$ cat src/rtl/sha256_pkg.sv
// ---------------------------------------------------------------------------
// sha256_pkg
// Shared SHA-256 definitions for the round core and the message-schedule
// stages: round-constant table K[0..63], initial hash value, the round-core
// FSM state type, the packed working-variable struct {a..h} and the
// Sigma0/Sigma1/Ch/Maj round functions.
// ---------------------------------------------------------------------------
package sha256_pkg;

    typedef enum logic [1:0] {
        ST_IDLE = 2'd0,
        ST_RUN  = 2'd1,
        ST_FIN  = 2'd2
    } state_t;

    // Working variables; field a occupies [255:224], so a 256-bit chaining
    // value {A,B,C,D,E,F,G,H} casts directly onto this struct.
    typedef struct packed {
        logic [31:0] a;
        logic [31:0] b;
        logic [31:0] c;
        logic [31:0] d;
        logic [31:0] e;
        logic [31:0] f;
        logic [31:0] g;
        logic [31:0] h;
    } work_t;

    localparam logic [255:0] SHA256_IV = {
        32'h6a09e667, 32'hbb67ae85, 32'h3c6ef372, 32'ha54ff53a,
        32'h510e527f, 32'h9b05688c, 32'h1f83d9ab, 32'h5be0cd19
    };

    // Ascending packed range so that K_TABLE[0] is the first listed word.
    localparam logic [0:63][31:0] K_TABLE = {
        32'h428a2f98, 32'h71374491, 32'hb5c0fbcf, 32'he9b5dba5,
        32'h3956c25b, 32'h59f111f1, 32'h923f82a4, 32'hab1c5ed5,
        32'hd807aa98, 32'h12835b01, 32'h243185be, 32'h550c7dc3,
        32'h72be5d74, 32'h80deb1fe, 32'h9bdc06a7, 32'hc19bf174,
        32'he49b69c1, 32'hefbe4786, 32'h0fc19dc6, 32'h240ca1cc,
        32'h2de92c6f, 32'h4a7484aa, 32'h5cb0a9dc, 32'h76f988da,
        32'h983e5152, 32'ha831c66d, 32'hb00327c8, 32'hbf597fc7,
        32'hc6e00bf3, 32'hd5a79147, 32'h06ca6351, 32'h14292967,
        32'h27b70a85, 32'h2e1b2138, 32'h4d2c6dfc, 32'h53380d13,
        32'h650a7354, 32'h766a0abb, 32'h81c2c92e, 32'h92722c85,
        32'ha2bfe8a1, 32'ha81a664b, 32'hc24b8b70, 32'hc76c51a3,
        32'hd192e819, 32'hd6990624, 32'hf40e3585, 32'h106aa070,
        32'h19a4c116, 32'h1e376c08, 32'h2748774c, 32'h34b0bcb5,
        32'h391c0cb3, 32'h4ed8aa4a, 32'h5b9cca4f, 32'h682e6ff3,
        32'h748f82ee, 32'h78a5636f, 32'h84c87814, 32'h8cc70208,
        32'h90befffa, 32'ha4506ceb, 32'hbef9a3f7, 32'hc67178f2
    };

    function automatic logic [31:0] big_sigma0(input logic [31:0] x);
        return {x[1:0], x[31:2]} ^ {x[12:0], x[31:13]} ^ {x[21:0], x[31:22]};
    endfunction

    function automatic logic [31:0] big_sigma1(input logic [31:0] x);
        return {x[5:0], x[31:6]} ^ {x[10:0], x[31:11]} ^ {x[24:0], x[31:25]};
    endfunction

    function automatic logic [31:0] ch(input logic [31:0] e,
                                       input logic [31:0] f,
                                       input logic [31:0] g);
        return (e & f) ^ (~e & g);
    endfunction

    function automatic logic [31:0] maj(input logic [31:0] a,
                                        input logic [31:0] b,
                                        input logic [31:0] c);
        return (a & b) ^ (a & c) ^ (b & c);
    endfunction

    // Word-wise modulo-2^32 sum of two working-variable sets.
    function automatic work_t add_words(input work_t x, input work_t y);
        work_t s;
        s.a = x.a + y.a;
        s.b = x.b + y.b;
        s.c = x.c + y.c;
        s.d = x.d + y.d;
        s.e = x.e + y.e;
        s.f = x.f + y.f;
        s.g = x.g + y.g;
        s.h = x.h + y.h;
        return s;
    endfunction

endpackage

$ cat src/rtl/sha256_round_comb.sv
// ---------------------------------------------------------------------------
// sha256_round_comb
// One SHA-256 compression round, purely combinational.
//   cur : working variables A..H entering the round
//   k   : round constant K[t]
//   w   : schedule word W[t]
//   nxt : working variables A..H after the round
// ---------------------------------------------------------------------------
module sha256_round_comb
    import sha256_pkg::*;
(
    input  work_t       cur,
    input  logic [31:0] k,
    input  logic [31:0] w,
    output work_t       nxt
);

    logic [31:0] t1;
    logic [31:0] t2;

    // NOTE: every variable written here is assigned on every pass through the
    // block, so no latch is inferred.
    always_comb begin
        t1 = cur.h + big_sigma1(cur.e) + ch(cur.e, cur.f, cur.g) + k + w;
        t2 = big_sigma0(cur.a) + maj(cur.a, cur.b, cur.c);

        nxt.a = t1 + t2;
        nxt.b = cur.a;
        nxt.c = cur.b;
        nxt.d = cur.c;
        nxt.e = cur.d + t1;
        nxt.f = cur.e;
        nxt.g = cur.f;
        nxt.h = cur.g;
    end

endmodule

$ cat src/rtl/sha256_round_core.sv
// ---------------------------------------------------------------------------
// sha256_round_core
// Iterative SHA-256 compression: one round per clock, 64 rounds per block.
// The message schedule lives upstream; this core consumes W[t] from the head
// of that window and requests the next word with w_adv.
//   CLK    : clock, rising edge
//   RST    : asynchronous active-high reset
//   start  : begin a compression (accepted only when idle)
//   h_in   : chaining value {A..H}, A in [255:224], sampled on accepted start
//   w_in   : current schedule word W[t]
//   w_adv  : advance request to the schedule window (high in every round)
//   busy   : compression in progress (RUN or FIN)
//   done   : one-cycle pulse, digest valid
//   digest : h_in + final working variables, same word order as h_in
// Timing: start edge E0, rounds 0..63 at E1..E64, digest/done at E65.
// ---------------------------------------------------------------------------
module sha256_round_core
    import sha256_pkg::*;
(
    input  logic         CLK,
    input  logic         RST,
    input  logic         start,
    input  logic [255:0] h_in,
    input  logic [31:0]  w_in,
    output logic         w_adv,
    output logic         busy,
    output logic         done,
    output logic [255:0] digest
);

    state_t      state;
    logic [5:0]  t;
    work_t       work;
    work_t       saved;
    work_t       nxt_work;

    sha256_round_comb u_round (
        .cur (work),
        .k   (K_TABLE[t]),
        .w   (w_in),
        .nxt (nxt_work)
    );

    // Decoded straight from the state register, so both are glitch-free and
    // drop to zero together with the state on reset.
    assign busy  = (state != ST_IDLE);
    assign w_adv = (state == ST_RUN);

    // NOTE: all state here is sequential and updated with non-blocking
    // assignments so every register sees pre-edge values.
    always_ff @(posedge CLK or posedge RST) begin
        if (RST) begin
            state  <= ST_IDLE;
            t      <= '0;
            work   <= '0;
            saved  <= '0;
            digest <= '0;
            done   <= 1'b0;
        end else begin
            done <= 1'b0;
            case (state)
                ST_IDLE: begin
                    if (start) begin
                        work  <= work_t'(h_in);
                        saved <= work_t'(h_in);
                        t     <= '0;
                        state <= ST_RUN;
                    end
                end
                ST_RUN: begin
                    work <= nxt_work;
                    // 6-bit counter wraps 63->0 on the same edge that leaves RUN.
                    t    <= t + 6'd1;
                    if (t == 6'd63) begin
                        state <= ST_FIN;
                    end
                end
                ST_FIN: begin
                    digest <= add_words(saved, work);
                    done   <= 1'b1;
                    state  <= ST_IDLE;
                end
                default: begin
                    state <= ST_IDLE;
                end
            endcase
        end
    end

endmodule

$ cat config.mk
export PLATFORM = sky130hd
export DESIGN_NAME = sha256_round_core
export DESIGN_NICKNAME = d
export VERILOG_FILES = /design/src/rtl/sha256_pkg.sv /design/src/rtl/sha256_round_comb.sv /design/src/rtl/sha256_round_core.sv
export SDC_FILE = /design/constraint.sdc
export NUM_CORES = 2
export LEC_CHECK = 0
export BUFFER_PORTS_ARGS = -buffer_cell sky130_fd_sc_hd__buf_2
export CORE_MARGIN = 4
export CORE_UTILIZATION = 55
export DETAILED_ROUTE_END_ITERATION = 7
export PLACE_DENSITY_LB_ADDON = 0.1
export SYNTH_ARGS = -nofsm -noshare
export SYNTH_HDL_FRONTEND = slang
export SYNTH_HIERARCHICAL = 1
export SYNTH_SLANG_ARGS = --single-unit
$ cat constraint.sdc
create_clock -name CLK -period 30.4 [get_ports CLK]
set_input_delay 1.52 -clock CLK [delete_from_list [all_inputs] [get_ports CLK]]
set_output_delay 1.52 -clock CLK [all_outputs]
set_load 0.05 [all_outputs]
=== Yosys cells after proc, flatten, opt, wreduce, memory -nomap -nowiden ===
Memories as Yosys holds them, arrays and structs flattened.
Cells that the tools add are included.

* Register bits after elaboration: 777
* ROM bits: 2048
* Bits of input ports: 291
* Word-level logic and storage cells: 73
* Memories kept: 1

* Add/subtract/negate cells: 16
* Order comparisons: 1
* Equal/unequal tests: 5
* Muxes and demuxes: 10
* Bitwise operators: 14
* Reductions and logical operators: 6

{| class="wikitable"
|+ Memory list
! memory !! words !! width !! rd ports !! clocked after Yosys merged registers in !! write ports !! line !! text
|-
| (name not given) || 64 || 32 || 1 || 0 || 0 || sha256_round_core.sv:39 || <nowiki>.k (K_TABLE[t]),</nowiki>
|}

{| class="wikitable"
|+ Operator list
! cell !! number
|-
| $pmux 256 s2 || 1
|-
| $add 32x32->32 || 15
|-
| $mux 256 || 1
|-
| $xor 32x32->32 || 7
|-
| $and 32x32->32 || 5
|-
| $mux 32 || 2
|-
| $not 32->32 || 1
|-
| $pmux 6 s2 || 1
|-
| $ge 7x7->1 const B || 1
|-
| $not 6->7 || 1
|-
| $add 6x1->6 const B || 1
|-
| $eq 6x6->1 const B || 1
|-
| $mux 6 || 1
|-
| $reduce_and 2->1 || 3
|-
| $mux 2 || 2
|-
| $pmux 2 s2 || 1
|-
| $reduce_bool 2->1 || 2
|-
| $eq 2x1->1 const B || 1
|-
| $eq 2x2->1 const B || 1
|-
| $logic_not 2->1 || 1
|-
| $ne 2x1->1 const B || 1
|-
| $ne 2x2->1 const B || 1
|-
| $mux 1 || 1
|}

=== Logic depth before layout (Yosys ltp) ===
* Word-level depth: 8
* Mapped depth: 38
* Depth with buffers taken out: 36

=== Cells and area by module ===
Netlist, hierarchy kept.

{| class="wikitable"
|+ By module, submodules not included
! module !! instances !! cells an instance !! area each (µm²) !! sequential area each (µm²)
|-
| sha256_round_core || 1 || 5237 || 43927.1 || 19443.6
|-
| sha256_round_comb || 1 || 1290 || 10960.5 || 0.0
|}

=== Least setup slack after synthesis ===
OpenSTA, ideal clock, no wires.

* Path type: reg-to-reg
* Start: register t[1]
* End: register work[254] (netlist name)
* Arrival: 7.960 ns
* Data required time: 30.259 ns
* Slack: 22.299 ns
* Stages on the path, launching flop included: 34
* Clock period less this slack: 8.101 ns
* Cell sequence: dfrtp_1 clkinv_1 ha_1 clkbuf_1 nor2b_1 a21oi_1 a32o_1 o21ai_0 fa_1 fa_1 inv_1 fa_1 inv_1 ha_1 nor2b_1 o31a_1 o211ai_1 a21oi_1 a21oi_1 o21bai_1 a21oi_1 xnor2_1 fa_1 ha_1 a21o_1 a21o_1 a21o_1 a2bb2oi_1 o31ai_1 a41o_1 o41a_1 xor2_1 nor2_1 a31oi_1

{| class="wikitable"
|+ RTL lines
! element !! line !! text
|-
| from (decl) || sha256_round_core.sv:32 || <nowiki>logic [5:0] t;</nowiki>
|-
| from (signal assigned) || sha256_round_core.sv:73 || <nowiki>t <= t + 6'd1;</nowiki>
|-
| to (signal assigned) || sha256_round_core.sv:64 || <nowiki>work <= work_t'(h_in);</nowiki>
|-
| to (signal assigned) || sha256_round_core.sv:71 || <nowiki>work <= nxt_work;</nowiki>
|-
| to (decl) || sha256_round_core.sv:33 || <nowiki>work_t work;</nowiki>
|}

==> flow_summary_export.csv <==
group,metric,value,unit
outcome,status,"finished, violations left",
outcome,violations,"design-rule violations",
synth,syn_area,0.0549,mm2
run,maxCapViolCount,0,
critical_path,critPathArrivalTime,10470,ps
critical_path,r2r_start,"t[1]$_DFFE_PP0P_",
timing,fin_crit,9860,ps
grt,grt_max_degree,219,
critical_path,cpMaxStageDelayCell,"ha_1",
critical_path,criticalPathCategory,"flop to flop",
clock_tree,cts.clk_slew.worst_paths,70,ps
grt,grt_pass1_wl,307000,um
grt,grt_overflow,0,
critical_path,cp-startpoint,"t[1]$_DFFE_PP0P_",
min_path,hold_path.startpoint,"digest[14]$_DFFE_PP0P_",
timing,worst_pin_slew,1270,ps
timing,max_slew_margin,0.153,
clock_tree,clk_latency,710,ps
synth,ys_async_sr_fraction,1.00,
clock_tree,cts_tree,"yes",
critical_path,startpoint_type,"flop",
timing,maxSlewViolCount,0,
clock_tree,post-cts-setup-buffer-count,0,
die,start_util,0.556,
grt,grt_antenna_before_repair,11,
grt,grt_pass1_vias,47400,
die,dieArea,0.105,mm2
critical_path,cp.required,31010,ps
detailed_routing,routedWlPerCell,26.0,um
die,boundaryPins,550,
clock_tree,h-tree-depth,3,
detailed_routing,drt-pass1-iter-count,8,
synth,yosysMostFrequentCell,"nand2_1",
die,core_area,0.0987,mm2
timing,final-setup-viol-count,0,
synth,ys_warn_count,6,
synth,synthCells,6527,
clock_tree,clockRootBuffer,"clkbuf_16",
synth,ys_types,101,
die,die_h,324,um
finish,nFillCells,8780,
synth,yosys.area.top_type,"dfrtp_1",
detailed_routing,first_iter_violations,5167,
clock_tree,cts_hold_buf,0,
clock_tree,cts_made_buffers,87,
synth,synth_ff_type,"dfrtp_1",
critical_path,slowest_delay,680,ps
place,dp_hpwl,164000,um
timing,hold_viol_final,0,
detailed_routing,via_per_inst,6.16,
timing,clock_skew,45.3,ps
detailed_routing,drcViolationCount,18,
clock_tree,clk_path_buf_depth,3,
detailed_routing,drt-total-wl,210000,um
grt,track_usage,0.394,
synth,ys_top_cells_by_area,"dfrtp_1 35%, nand2_1 11%, ha_1 8.2%",
timing,rsz0062_at_grt,"no",
synth,synthTopCellsByCount,"1540 x nand2_1, 777 x dfrtp_1, 450 x nor2_1",
finish,fin_nets,7489,
synth,syn-num-nets,7309,
place,gp_congestion,1.02,
finish,multi_input_area,0.0320,mm2
timing,max_freq,101,MHz
finish,syn_to_final_growth,9.31,%
die,die_w,324,um
timing,final.setup.tns,0,ps
clock_tree,cts_num_sinks,777,
detailed_routing,num_vias,49700,
critical_path,endpoint_kind,"flop",
timing,period_share,0.324,
finish,regArea,0.0195,mm2
die,fp-row-count,115,
synth,ys_seq_area_frac,0.354,
clock_tree,cts_resized,0,
synth,syn_area_per_cell,8.41,um2
critical_path,crit_fanout,31,
place,port_buffers,549,
synth,synth_top_area_frac,0.354,
synth,synth_edf_count,0,
detailed_routing,postRouteAntennaNets,0,
min_path,min_path_type,"flop to flop",
finish,drive_gt1_frac,0.121,
synth,ys_ff_latch,777,
[worst max-delay path: cells and delay by family (launching register included)]
kind,cells,cell delay [ps]
buffers and inverters,4,1050
AND/OR/NAND/NOR,4,700
XOR/XNOR,2,440
adder cells (fa/ha/maj),7,3430
AO/OA/AOI/OAI,17,3790
flip-flops,1,320
[per-layer routing]
metal / wire, um / global-route usage
met1: 82200 / 0.499
met2: 94900 / 0.622
met3: 17500 / 0.0819
met4: 15500 / 0.242
met5: 43 / 0
[logic make-up (layout without fill, tap and decap cells)]
family,after synthesis,after routing,synth area share
AOI/OAI and AO/OA,1648,1648,0.189
xor gates and xnor gates,441,441,0.0706
adders and majority gates,523,523,0.136
buffers and inverters,742,990,0.0639
DFF,777,777,0.354
muxes,48,48,0.0103
other,0,5,0
and+or+nand+nor,2348,2348,0.175
[layout by cell type, fill, tap and decap left out, drive strengths merged, types with 13 or more instances in the layout]
cell | netlist | routed
nand2 | 1540 | 1540
dfrtp | 777 | 777
buf | 224 | 602
nor2 | 450 | 450
o21ai | 446 | 446
ha | 358 | 358
a21oi | 351 | 351
xnor2 | 304 | 304
a31oi | 303 | 303
inv | 229 | 235
a21o | 149 | 149
xor2 | 136 | 136
fa | 133 | 133
clkbuf | 287 | 117
nand3 | 77 | 77
nor3 | 58 | 58
o21bai | 55 | 55
a211oi | 54 | 54
o21a | 50 | 50
and3 | 44 | 44
nand2b | 37 | 37
mux2i | 33 | 33
maj3 | 32 | 32
o211ai | 32 | 32
o31ai | 30 | 30
nor2b | 29 | 29
clkinv | 2 | 28
and2 | 23 | 23
nand4 | 20 | 20
or3 | 17 | 17
a2111oi | 16 | 16
a311oi | 14 | 14
nor3b | 13 | 13
o22ai | 13 | 13
a221oi | 13 | 13
o311ai | 13 | 13
[final cells by class]
cell class                 count  share of cell area
tap                         1287              0.0268
multi-input combinational   5008               0.533
clock inverter                40             0.00728
antenna                        5            0.000209
timing repair buffer         602              0.0531
inverter                     231              0.0146
clock buffer                 117              0.0412
sequential                   777               0.324
[flip-flops by register name, summed over array words and instances, names as in the netlist]
register / cells
state: 2
t: 6
work: 256
done: 1
digest: 256
saved: 256
[metrics by stage]
stage / instances / hold WS [ps] / instance area (um2) / setup WS, ps / utilization
after floorplan: 6527 / 450 / 54900 / 7070 / -
after global placement: 7905 / 446 / 57100 / 20780 / 0.578
after detailed placement: 7905 / 458 / 57100 / 20720 / 0.578
after CTS: 8062 / 473 / 60000 / 20700 / 0.608
after global routing: 8066 / 491 / 60000 / 19900 / 0.608
final: 8067 / 469 / 60000 / 20540 / 0.608
[worst paths after layout]
| kind | endpoint | slack [ps] | depth (start not counted) |
|---|---|---|---|
| worst min-delay path | digest[14]$_DFFE_PP0P_ | 470 | 2 |
| worst min register to register | digest[14]$_DFFE_PP0P_ | 470 | 2 |
| max in group asynchronous | saved[250]$_DFFE_PP0P_ | 26210 | 5 |
| min in group asynchronous | digest[132]$_DFFE_PP0P_ | 1000 | 2 |
| worst max-delay path | work[253]$_DFFE_PP0P_ | 20540 | 34 |
| worst max register to register | work[253]$_DFFE_PP0P_ | 20540 | 34 |
Power is not shown: default switching activity piles up to over one toggle a cycle in this logic, so the estimate is an artifact.
